[src/rtl/pattern_detect_param_if.sv]
// ---------------------------------------------------------------------------
// pattern_detect_param_if
// Bundles the serial stream, control and status signals of
// pattern_detect_param.
//   master : drives en, x, ovl, pat_ld, pat_in, clr_cnt; observes y, count, sat
//   slave  : the detector itself
// Parameters W and CNT_W must match the detector instance.
// ---------------------------------------------------------------------------
interface pattern_detect_param_if #(
    parameter int W     = 5,
    parameter int CNT_W = 8
);
    logic             en;       // sample qualifier
    logic             x;        // serial data bit
    logic             ovl;      // 1 = overlapping matches allowed
    logic             pat_ld;   // load pat_in into the pattern register
    logic [W-1:0]     pat_in;   // new pattern, MSB oldest
    logic             clr_cnt;  // clear match counter and saturation flag
    logic             y;        // registered one-cycle match pulse
    logic [CNT_W-1:0] count;    // saturating match count
    logic             sat;      // sticky: counter reached all-ones

    modport master (
        output en, x, ovl, pat_ld, pat_in, clr_cnt,
        input  y, count, sat
    );

    modport slave (
        input  en, x, ovl, pat_ld, pat_in, clr_cnt,
        output y, count, sat
    );
endinterface

[src/rtl/pattern_detect_param.sv]
// ---------------------------------------------------------------------------
// pattern_detect_param
// Serial detector for a W-bit pattern on a 1-bit stream. The pattern resets
// to PATTERN and can be reloaded at runtime; overlapping or non-overlapping
// matching is selected per sample. Each match gives a registered one-cycle
// pulse on y and bumps a saturating counter with a sticky saturation flag.
// Ports:
//   clk  : rising-edge clock
//   rst  : synchronous active-low reset
//   bus  : pattern_detect_param_if.slave (en, x, ovl, pat_ld, pat_in,
//          clr_cnt in; y, count, sat out)
// ---------------------------------------------------------------------------
module pattern_detect_param #(
    parameter int             W       = 5,
    parameter logic [W-1:0]   PATTERN = 5'b10101,
    parameter int             CNT_W   = 8
) (
    input  logic                   clk,
    input  logic                   rst,
    pattern_detect_param_if.slave  bus
);
    // Fill counter only needs to reach W-1.
    localparam int               FW       = (W > 2) ? $clog2(W) : 1;
    localparam logic [FW-1:0]    FILL_MAX = FW'(W - 1);
    localparam logic [FW-1:0]    FILL_ONE = FW'(1);
    localparam logic [CNT_W-1:0] CNT_MAX  = {CNT_W{1'b1}};
    localparam logic [CNT_W-1:0] CNT_ONE  = CNT_W'(1);

    logic [W-1:0]     pat_q,   pat_d;
    logic [W-2:0]     hist_q,  hist_d;
    logic [FW-1:0]    fill_q,  fill_d;
    logic             y_q,     y_d;
    logic [CNT_W-1:0] count_q, count_d;
    logic             sat_q,   sat_d;

    logic [W-1:0]     cand;
    logic             match;

    // Window formed by the stored history plus the bit on the line now.
    assign cand = {hist_q, bus.x};

    // NOTE: next-state logic uses blocking '=' in always_comb with every
    // output defaulted first (no latches); the registers below use '<=' only.
    always_comb begin
        pat_d   = pat_q;
        hist_d  = hist_q;
        fill_d  = fill_q;
        match   = 1'b0;

        if (bus.pat_ld) begin
            // A load flushes history, so the sample on this cycle is dropped.
            pat_d  = bus.pat_in;
            hist_d = '0;
            fill_d = '0;
        end else if (bus.en) begin
            match  = (fill_q == FILL_MAX) && (cand == pat_q);
            hist_d = cand[W-2:0];
            if (match) begin
                // Overlap keeps the window full so the match suffix can seed
                // the next one; non-overlap demands W fresh samples.
                fill_d = bus.ovl ? FILL_MAX : '0;
            end else if (fill_q != FILL_MAX) begin
                fill_d = fill_q + FILL_ONE;
            end
        end

        y_d = match;

        // Clear first, then count, so clr_cnt on a matching cycle leaves 1.
        count_d = bus.clr_cnt ? '0 : count_q;
        if (match && (count_d != CNT_MAX)) begin
            count_d = count_d + CNT_ONE;
        end
        sat_d = (bus.clr_cnt ? 1'b0 : sat_q) | (count_d == CNT_MAX);
    end

    always_ff @(posedge clk) begin
        if (!rst) begin
            pat_q   <= PATTERN;
            hist_q  <= '0;
            fill_q  <= '0;
            y_q     <= 1'b0;
            count_q <= '0;
            sat_q   <= 1'b0;
        end else begin
            pat_q   <= pat_d;
            hist_q  <= hist_d;
            fill_q  <= fill_d;
            y_q     <= y_d;
            count_q <= count_d;
            sat_q   <= sat_d;
        end
    end

    assign bus.y     = y_q;
    assign bus.count = count_q;
    assign bus.sat   = sat_q;
endmodule
[src/flat_wrapper.sv]
// flat-port wrapper written by rule: the top's interface ports become plain ports
module pattern_detect_param_flat 
#(
    parameter int             W       = 5,
    parameter logic [W-1:0]   PATTERN = 5'b10101,
    parameter int             CNT_W   = 8
)
  (clk, rst, bus_en, bus_x, bus_ovl, bus_pat_ld, bus_pat_in, bus_clr_cnt, bus_y, bus_count, bus_sat);
  pattern_detect_param_if #(.W(W), .CNT_W(CNT_W)) bus_i ();
  input  logic clk;
  input  logic rst;
  input wire logic [$bits(bus_i.en)-1:0] bus_en;
  input wire logic [$bits(bus_i.x)-1:0] bus_x;
  input wire logic [$bits(bus_i.ovl)-1:0] bus_ovl;
  input wire logic [$bits(bus_i.pat_ld)-1:0] bus_pat_ld;
  input wire logic [$bits(bus_i.pat_in)-1:0] bus_pat_in;
  input wire logic [$bits(bus_i.clr_cnt)-1:0] bus_clr_cnt;
  output wire logic [$bits(bus_i.y)-1:0] bus_y;
  output wire logic [$bits(bus_i.count)-1:0] bus_count;
  output wire logic [$bits(bus_i.sat)-1:0] bus_sat;
  assign bus_i.en = bus_en;
  assign bus_i.x = bus_x;
  assign bus_i.ovl = bus_ovl;
  assign bus_i.pat_ld = bus_pat_ld;
  assign bus_i.pat_in = bus_pat_in;
  assign bus_i.clr_cnt = bus_clr_cnt;
  assign bus_y = bus_i.y;
  assign bus_count = bus_i.count;
  assign bus_sat = bus_i.sat;
  pattern_detect_param #(.W(W), .PATTERN(PATTERN), .CNT_W(CNT_W)) u_core (.clk(clk), .rst(rst), .bus(bus_i));
endmodule
[config.mk]
export PLATFORM = sky130hd
export DESIGN_NAME = pattern_detect_param_flat
export DESIGN_NICKNAME = d
export VERILOG_FILES = /design/src/rtl/pattern_detect_param_if.sv /design/src/rtl/pattern_detect_param.sv /design/src/flat_wrapper.sv
export SDC_FILE = /design/constraint.sdc
export NUM_CORES = 1
export LEC_CHECK = 0
export BUFFER_PORTS_ARGS = -buffer_cell sky130_fd_sc_hd__clkbuf_2
export CAP_MARGIN = 5
export CORE_MARGIN = 8
export CORE_UTILIZATION = 27
export DETAILED_ROUTE_END_ITERATION = 10
export PLACE_DENSITY = 0.51
export SYNTH_ARGS = -nofsm -noshare
export SYNTH_HDL_FRONTEND = slang
export SYNTH_SLANG_ARGS = --single-unit
export TNS_END_PERCENT = 1
[constraint.sdc]
create_clock -name clk -period 1.83 [get_ports clk]
set_input_delay 0.366 -clock clk [delete_from_list [all_inputs] [get_ports clk]]
set_output_delay 0.366 -clock clk [all_outputs]
set_load 0.02 [all_outputs]
== Word level (Yosys, flattened, before mapping) ==
Index checks and enable logic that the tools add are counted.
Operators by class
  equality and inequality tests: 5
  muxes and demuxes: 8
  $add $sub $neg: 2
  bitwise gates (word level): 2
  reduce and logical (&&, ||, !) cells: 5
Operator list (number)
  $mux W8: 2
  $mux W3: 3
  $add A8 B1 Y8 const B: 1
  $eq A8 B8 Y1 const B: 1
  $ne A8 B8 Y1 const B: 1
  $eq A5 B5 Y1: 1
  $add A3 B1 Y3 const B: 1
  $eq A3 B3 Y1 const B: 1
  $mux W1: 3
  $ne A3 B3 Y1 const B: 1
  $logic_and A1 B1 Y1: 2
  $reduce_and A2 Y1: 1
  $reduce_bool A2 Y1: 1
  $reduce_or A2 Y1: 1
  $not A1 Y1: 1
  $or A1 B1 Y1: 1
Storage, ports and cells
  output and inout port bits: 10
  word-level logic and storage cells: 28
  bits in registers: 22
  bits of input ports: 12

== Logic depth before layout (Yosys ltp) ==
Gate-level depths: netlist of the first run.
  depth after elaboration: 8
  gate-level depth with buffers: 8
  mapped depth without buffers: 8

== Least setup slack after synthesis of the first run ==
Ideal clock, no wire load.
  path kind: register to register
  from: register u_core.count_q[0] (netlist: u_core.bus.count[0])
  to: register u_core.sat_q (netlist: u_core.bus.sat)
  arrival time: 2063 ps
  stages on the path, launching flop included: 9
  library setup time: 124 ps
  buffers on the path: 0
  path slack: -357 ps
  cell sequence: dfxtp_1 nor2b_1 ha_1 nand3_1 nor3_1 nor4_1 mux2_2 nand4bb_1 o22ai_1
Between the ends
  word-level cells in the longest chain between the ends: 6
  elaborated cells on any way between the ends: 7
  those cells by class: add/sub: 1; eq/ne: 2; mux: 2; bitwise: 1; reduce/logical: 1
RTL lines
  from (decl): RTL line pattern_detect_param.sv:33  | logic [CNT_W-1:0] count_q, count_d;
  from (signal assigned): RTL line pattern_detect_param.sv:90  | count_q <= count_d;
  $mux W8 (*): RTL line pattern_detect_param.sv:70  | count_d = bus.clr_cnt ? '0 : count_q;
  branches (longest 2 deep; another with $add A8 B1 Y8)
  $mux W8 (*): RTL line pattern_detect_param.sv:71  | if (match && (count_d != CNT_MAX)) begin
  $eq A8 B8 Y1 (*): RTL line pattern_detect_param.sv:74  | sat_d = (bus.clr_cnt ? 1'b0 : sat_q) | (count_d == CNT_MAX);
  $or A1 B1 Y1 (*): RTL line pattern_detect_param.sv:74
  to (signal assigned): RTL line pattern_detect_param.sv:91  | sat_q <= sat_d;
  to (decl): RTL line pattern_detect_param.sv:34  | logic sat_q, sat_d;
Every way passes the cells marked *.
A chain may end at the register's enable or synchronous reset.

== Final worst setup path of the first run ==
  from: register u_core.fill_q[1]
  to: register u_core.sat_q (netlist: u_core.bus.sat)
Between the ends
  word-level cells in the longest chain between the ends: 8
RTL lines
  from (decl): RTL line pattern_detect_param.sv:31  | logic [FW-1:0] fill_q, fill_d;
  from (signal assigned): RTL line pattern_detect_param.sv:88  | fill_q <= fill_d;
  $eq A3 B3 Y1: RTL line pattern_detect_param.sv:56  | match = (fill_q == FILL_MAX) && (cand == pat_q);
  $logic_and A1 B1 Y1: RTL line pattern_detect_param.sv:56
  $mux W1: RTL line pattern_detect_param.sv:55  | end else if (bus.en) begin
  $mux W1: RTL line pattern_detect_param.sv:50  | if (bus.pat_ld) begin
  $logic_and A1 B1 Y1: RTL line pattern_detect_param.sv:71
  $mux W8: RTL line pattern_detect_param.sv:71
  $eq A8 B8 Y1: RTL line pattern_detect_param.sv:74
  $or A1 B1 Y1: RTL line pattern_detect_param.sv:74
Every way passes these cells.

==> results of run 1 <==
## sequential cells by signal (all words and copies together) (netlist names)
register and flops:
u_core.hist_q 4, u_core.bus.y 1, u_core.fill_q 3, u_core.pat_q 5
u_core.bus.count 8, u_core.bus.sat 1
## timing repair
| action | in CTS | in global routing |
|---|---|---|
| hold buffers | 0 | 0 |
| setup buffers | 2 | 0 |
| pin swaps | 3 | 2 |
| setup endpoints to repair | 2 | 6 |
| resized for setup | 7 | 3 |
## power groups by stage
stage	clock (W)	sequential (W)	combinational, W
4_1_cts	0.000473	0.000496	0.000103
5_1_grt	0.000495	0.000497	0.000114
3_3_place_gp	0	0.000507	0.0000979
6_report	0.000457	0.000496	0.000104
3_5_place_dp	0	0.000507	0.000100
2_1_floorplan	0	0.000506	0.0000584
## worst max-delay path, cell delays in order (launching register included)
cell,delay [ns]
dfxtp_2,0.33
inv_2,0.07
ha_4,0.15
nand4b_4,0.10
nand4b_1,0.28
nor4_2,0.28
mux2_2,0.39
nand4bb_1,0.10
o22ai_1,0.07
## path summary, 6_finish.rpt
check,end,cells after the start,startpoint
worst min-delay path,u_core.pat_q[4]$_SDFFE_PN1P_,3,bus_pat_in[4]
worst max-delay path,u_core.bus.sat$_SDFF_PN0_,8,u_core.fill_q[1]$_SDFFE_PP0P_
worst min register to register,u_core.bus.sat$_SDFF_PN0_,2,u_core.bus.sat$_SDFF_PN0_
worst max register to register,u_core.bus.sat$_SDFF_PN0_,8,u_core.fill_q[1]$_SDFFE_PP0P_
## layout make-up
type                       count  area [sq um]
timing repair buffer          43           274
sequential                    22           444
fill                         475          2940
clock inverter                 1          30.0
multi-input combinational    107           841
tap                           54          67.6
clock buffer                   3          41.3
inverter                       6          22.5
## per-stage QoR
step | total power, W | util [%] | setup slack [ns] | area (sq um)
after CTS | 0.00107 | 36.7 | -0.0602 | 1710
after global placement | 0.000605 | 34.4 | -0.206 | 1600
after detailed placement | 0.000607 | 34.4 | -0.281 | 1600
after floorplan | 0.000564 | - | 0.0113 | 1300
after global routing | 0.00111 | 36.9 | -0.151 | 1720
final | 0.00106 | 36.9 | -0.0505 | 1720
## layer usage
metal,part of all wire [%],vias to the layer above,routed length [um],global-route usage (%)
met2,48,31,1480,15.5
met3,5.1,8,159,3.38
li1,-,567,-,-
met4,2.2,0,68,3.88
met1,45,523,1390,9.76
met5,0,-,0,0
## cell usage after synthesis, drive strengths merged
master / count / area (sq um)
dfxtp: 22 / 440
nor2: 16 / 60.1
mux2i: 15 / 150
nand2: 11 / 41.3
xnor2: 9 / 116
nand3: 8 / 40.0
nor2b: 7 / 43.8
inv: 6 / 22.5
nor3: 6 / 46.3
nand2b: 4 / 25.0
and2: 3 / 18.8
ha: 3 / 37.5
o21ai: 3 / 15.0
a21oi: 2 / 10.0
and3: 2 / 12.5
buf: 2 / 15.0
clkbuf: 2 / 7.51
nand3b: 2 / 27.5
nand4b: 2 / 32.5
o22ai: 2 / 12.5
a32oi: 1 / 8.76
and3b: 1 / 8.76
mux2: 1 / 11.3
nand4: 1 / 6.26
nand4bb: 1 / 11.3
nor4: 1 / 6.26
o2111a: 1 / 11.3
o211a: 1 / 10.0
o21bai: 1 / 7.51
o31ai: 1 / 7.51
or4: 1 / 11.3
or4b: 1 / 10.0
## logic make-up (layout without fill, tap and decap cells)
family / Yosys count / count (layout)
AOI/OAI and AO/OA: 12 / 12
DFF: 22 / 22
adders and majority gates: 3 / 3
buffers and inverters: 10 / 53
xor gates and xnor gates: 9 / 9
muxes: 16 / 16
and+or+nand+nor: 67 / 67
==> results.py, run 1 <==
metrics = {
    "hold_path": {
        "min_path_type": "input pin to flop",
    },
    "die": {
        "dieWidth_um": 85.0,
        "dieArea_sq_um": 7220,
        "die_y_um": 85.0,
        "rows": 25,
        "start_util_pct": 27.6,
        "io_pins": 22,
        "fp.coreArea_sq_um": 4660,
    },
    "yosys": {
        "avgSynthCellArea_sq_um": 9.24,
        "synthSimpleGateAreaFrac_pct": 31.3,
        "yosysUniqueCellTypes": 38,
        "ys_ff_latch": 22,
        "synth-seq-area-share_pct": 34.3,
        "synth_compound_area_share_pct": 6.43,
        "synth_cells": 139,
        "synth_xor_area_share_pct": 9.06,
        "synthesis.area_sq_um": 1280,
        "synth_top_family_by_area": "simple AND/OR/NAND/NOR gates",
        "yosys.area_share.adder_pct": 2.92,
        "synth_nets": 154,
        "synth_mux_area_share_pct": 12.6,
        "yosysWarningCount": 0,
    },
    "global_routing": {
        "grt_use_total_pct": 9.06,
        "grt-ovfl-total": 0,
        "grt_max_degree": 14,
        "grt_pass1_vias": 1187,
        "antenna_found_initial": 0,
        "grt_pass1_wl_um": 5260,
    },
    "timing": {
        "rsz0062_at_grt": "yes",
        "setup_slack_ns": -0.0505,
        "hold_ws_ns": 0.310,
        "maxClockFrequency_mhz": 532,
        "slew_viol_final": 0,
        "worstMarginPinSlew_ns": 0.322,
        "fin_skew_ns": 0.00258,
        "setup_viol": 1,
        "finalHoldViolations": 0,
        "period_share_pct": 103,
        "min_period_ns": 1.88,
        "slew_headroom_pct": 78.5,
        "setup-tns-final_ns": -0.0505,
    },
    "route": {
        "wl_per_cell_um": 13.1,
        "drtAntennaViolNets": 0,
        "drt_iter0_markers": 43,
        "firstDrtPassIters": 4,
        "vias": 1129,
        "drc_errors": 0,
        "drt_wl_total_um": 3090,
        "via_per_inst": 4.78,
    },
    "placement": {
        "portBuffers": 21,
        "place_inst": 230,
        "hpwl_um": 2440,
        "globalplace.congestion": 0.827,
    },
    "clocking": {
        "root_buffer": "clkbuf_8",
        "htreeDepth": 1,
        "clk_latency_ns": 0.26,
        "clk_pin_slew_ns": 0.08,
        "cts.sinks": 22,
        "cts_buffer_depth": 2,
        "cts-buffers-inserted": 3,
        "cts_tree": "built",
    },
    "pwr": {
        "leakagePower_nw": 0.755,
        "seq_power_share_pct": 47.0,
        "combPwrFrac_pct": 9.8,
        "switching_power_w": 0.000222,
        "p_sw_share_pct": 21.0,
        "p_per_area_nw_per_um2": 614,
        "p_int_w": 0.000835,
        "ir_worst_vdd_mv": 0.551,
        "p_clk_share_pct": 43.2,
    },
    "worst_setup_path": {
        "path_class": "flop to flop",
        "rrSetupSlack_ns": -0.05,
        "arrival_ns": 2.03,
        "start_kind": "flop",
        "worstSetupEndpointType": "flop",
        "worstPathMaxFanout": 3,
        "required_ns": 1.98,
    },
    "layout": {
        "instances_no_fill": 236,
        "antenna_cells": 0,
        "layout_common_cells": "clkbuf_2 (21), buf_4 (21), dfxtp_1 (19), mux2i_1 (15), nor2_1 (15)",
        "layout-drive-gt1-share_pct": 40.1,
        "area_delta_synth_final_pct": 33.9,
        "finalNetCount": 198,
    },
    "run_status": {
        "status": "complete, but fails checks",
        "violations": "negative setup slack",
    },
    "run": {
        "cap_violations": 0,
    },
}
No activity file was read; power rests on OpenSTA's default activity.
==> run 2, diff against run 1 <==
ABC_AREA = 1   (was not set)
==> results.py, run 2 <==
metrics = {
    "hold_path": {
        "min_path_type": "input pin to flop",
    },
    "clocking": {
        "post_cts_buffers": 0,
        "clk_pin_slew_ns": 0.08,
        "ctsHoldBuffers": 0,
        "cts.sinks": 22,
        "cts-buffers-inserted": 3,
        "htreeDepth": 1,
        "clk_latency_ns": 0.27,
        "root_buffer": "clkbuf_8",
        "cts_tree": "built",
        "cts_buffer_depth": 2,
    },
    "run_status": {
        "status": "finished, final reports clean",
    },
    "die": {
        "io_pins": 22,
        "fp.coreArea_sq_um": 4660,
        "rows": 25,
        "dieArea_sq_um": 7220,
        "dieWidth_um": 85.0,
        "start_util_pct": 27.6,
        "die_y_um": 85.0,
    },
    "yosys": {
        "synth_cells": 192,
        "synth_edf_count": 0,
        "synth-seq-area-share_pct": 34.3,
        "yosysWarningCount": 0,
        "avgSynthCellArea_sq_um": 6.69,
        "yosysUniqueCellTypes": 25,
        "synth_most_common_cell": "nand2_1",
        "synth_top_area_cell": "dfxtp_1",
        "synthesis.area_sq_um": 1280,
        "ys_ff_latch": 22,
        "synth_nets": 207,
        "synthArstFlopShare_pct": 0,
        "synth-main-ff-cell": "dfxtp_1",
        "synth_common_cells": "nand2_1 (50), inv_1 (30), dfxtp_1 (22)",
        "synth_top_area_share_pct": 34.3,
        "synth_area_leaders": "dfxtp_1 (34%), nand2_1 (15%), inv_1 (8.8%), a21oi_1 (7.0%), nand4_1 (4.9%)",
    },
    "global_routing": {
        "grt_use_total_pct": 8.97,
        "grt_pass1_vias": 1252,
        "grt_pass1_wl_um": 5300,
        "grt_max_degree": 14,
        "antenna_found_initial": 0,
        "grt-ovfl-total": 0,
    },
    "route": {
        "drc_errors": 0,
        "firstDrtPassIters": 4,
        "drt_wl_total_um": 3110,
        "wl_per_cell_um": 10.8,
        "vias": 1290,
        "drtAntennaViolNets": 0,
        "drt_iter0_markers": 95,
        "via_per_inst": 4.49,
    },
    "layout": {
        "antenna_cells": 0,
        "finalNetCount": 249,
        "layout-drive-gt1-share_pct": 30.0,
        "final_util_pct": 36.3,
        "area_delta_synth_final_pct": 31.7,
        "largest_reg_flops": 8,
        "layout_common_cells": "nand2_1 (47), inv_1 (29), clkbuf_2 (21), buf_4 (19), dfxtp_1 (19)",
        "final_common_cell": "nand2_1",
        "fill_cells": 496,
    },
    "worst_setup_path": {
        "cpMostUsedCell": "nand2_1",
        "critical_path_buf_inv_count": 2,
        "worstPathMaxFanout": 4,
        "crit_chain": "inv_1, nor2_2, ha_2, nand3_4, buf_4, nor2_1, nand4_1, nand2_1, nand2_1, nand2_1, nor2_2, nand2_1, a21oi_2",
        "required_ns": 2.00,
        "crit_family": "simple AND/OR/NAND/NOR gates",
        "arrival_ns": 1.87,
        "slowest_delay_ns": 0.34,
        "path_class": "flop to flop",
        "worstSetupEndpointType": "flop",
        "crit_slowest_cell": "dfxtp_2",
        "start_kind": "flop",
    },
    "pwr": {
        "p_per_area_nw_per_um2": 624,
        "leakagePower_nw": 0.834,
        "ir_worst_vdd_mv": 0.252,
    },
    "timing": {
        "setup_viol": 0,
        "fin_skew_ns": 0.00283,
        "period_share_pct": 93.2,
        "slew_headroom_pct": 72.0,
        "finalHoldViolations": 0,
        "setup_slack_ns": 0.124,
        "worstMarginPinSlew_ns": 0.419,
        "maxClockFrequency_mhz": 586,
        "slew_viol_final": 0,
        "min_period_ns": 1.71,
    },
    "run": {
        "cap_violations": 0,
    },
    "placement": {
        "globalplace.congestion": 0.797,
        "portBuffers": 21,
        "dpl_worst_slack_ns": -0.120,
        "hpwl_um": 2510,
    },
}
-- run 2: cell count changes after synthesis, sizes merged, moves of 4 or more --
cell | previous run | this run
xnor2 | 9 | 3
nor2b | 7 | 0
nand2 | 11 | 54
inv | 6 | 33
nor3 | 6 | 1
nand2b | 4 | 0
o21ai | 3 | 11
nor2 | 16 | 21
a21oi | 2 | 19
mux2i | 15 | 0
nand4 | 1 | 11
-- run 2: layout make-up --
| class | count | area, sq um | share of cell area, % |
|---|---|---|---|
| Timing Repair Buffer | 41 | 259 | 15.3 |
| Tap cell | 54 | 67.6 | 3.99 |
| Multi-Input combinational cell | 133 | 722 | 42.6 |
| Clock buffer | 3 | 41.3 | 2.44 |
| Clock inverter | 1 | 30.0 | 1.77 |
| Sequential cell | 22 | 444 | 26.2 |
| Inverter | 33 | 129 | 7.61 |
-- run 2: layer usage --
layer	track usage, %	wire [um]	share of wire [%]	vias up
li1	-	-	-	695
met1	10.8	1510	49	566
met2	14.3	1430	46	24
met3	1.83	90	2.9	5
met4	5.34	72	2.3	0
met5	0	0	0	-
-- run 2: cell families (layout without fill, tap and decap cells) --
family          count (synthesis)  in the layout  synth area share, %
simple gates                   94             94                 35.2
buf+inv                        37             78                 11.7
compound gates                 32             32                 13.1
flops                          22             22                 34.3
xor+xnor                        4              4                 2.73
fa+ha+maj                       3              3                 2.92
-- run 2: worst reg2reg max path: cells and delay by family, from the launching register on --
kind	cells	cell delay (ns)
and+or+nand+nor	9	0.79
DFF	1	0.34
buffers and inverters	2	0.22
adders and majority gates	1	0.22
AOI/OAI and AO/OA	1	0.05
-- run 2: timing repair --
| action | 4_1_cts | 5_1_grt |
|---|---|---|
| endpoints found under the setup margin | 1 | 3 |
| pin swaps | 0 | 2 |
| gates cloned | 0 | 0 |
| gates resized for setup | 1 | 14 |
-- run 2: path summary, 6_finish.rpt --
check | depth (start not counted) | slack (ns) | endpoint | startpoint
worst max register to register | 13 | 0.12 | u_core.bus.sat$_SDFF_PN0_ | u_core.bus.count[1]$_SDFF_PN0_
worst min register to register | 2 | 0.48 | u_core.hist_q[3]$_SDFFE_PP0P_ | u_core.hist_q[2]$_SDFFE_PP0P_
worst min-delay path | 3 | 0.30 | u_core.pat_q[4]$_SDFFE_PN1P_ | bus_pat_in[4]
worst max-delay path | 13 | 0.12 | u_core.bus.sat$_SDFF_PN0_ | u_core.bus.count[1]$_SDFF_PN0_
-- run 2: report_power, final --
part	internal (W)	switching, W
combinational	0.0000371	0.0000554
sequential	0.000492	0.00000822
clock	0.000293	0.000172
-- run 2: metrics by stage --
stage	setup TNS, ns	total power, W	cell area (sq um)	hold WS, ns	cells
2_1_floorplan	0	0.000568	1280	0.447	192
3_5_place_dp	-0.120	0.000604	1580	0.462	283
6_report	0	0.00106	1690	0.303	287
3_3_place_gp	-0.0491	0.000604	1580	0.466	283
4_1_cts	0	0.00107	1660	0.303	287
5_1_grt	-0.0505	0.00110	1690	0.305	287
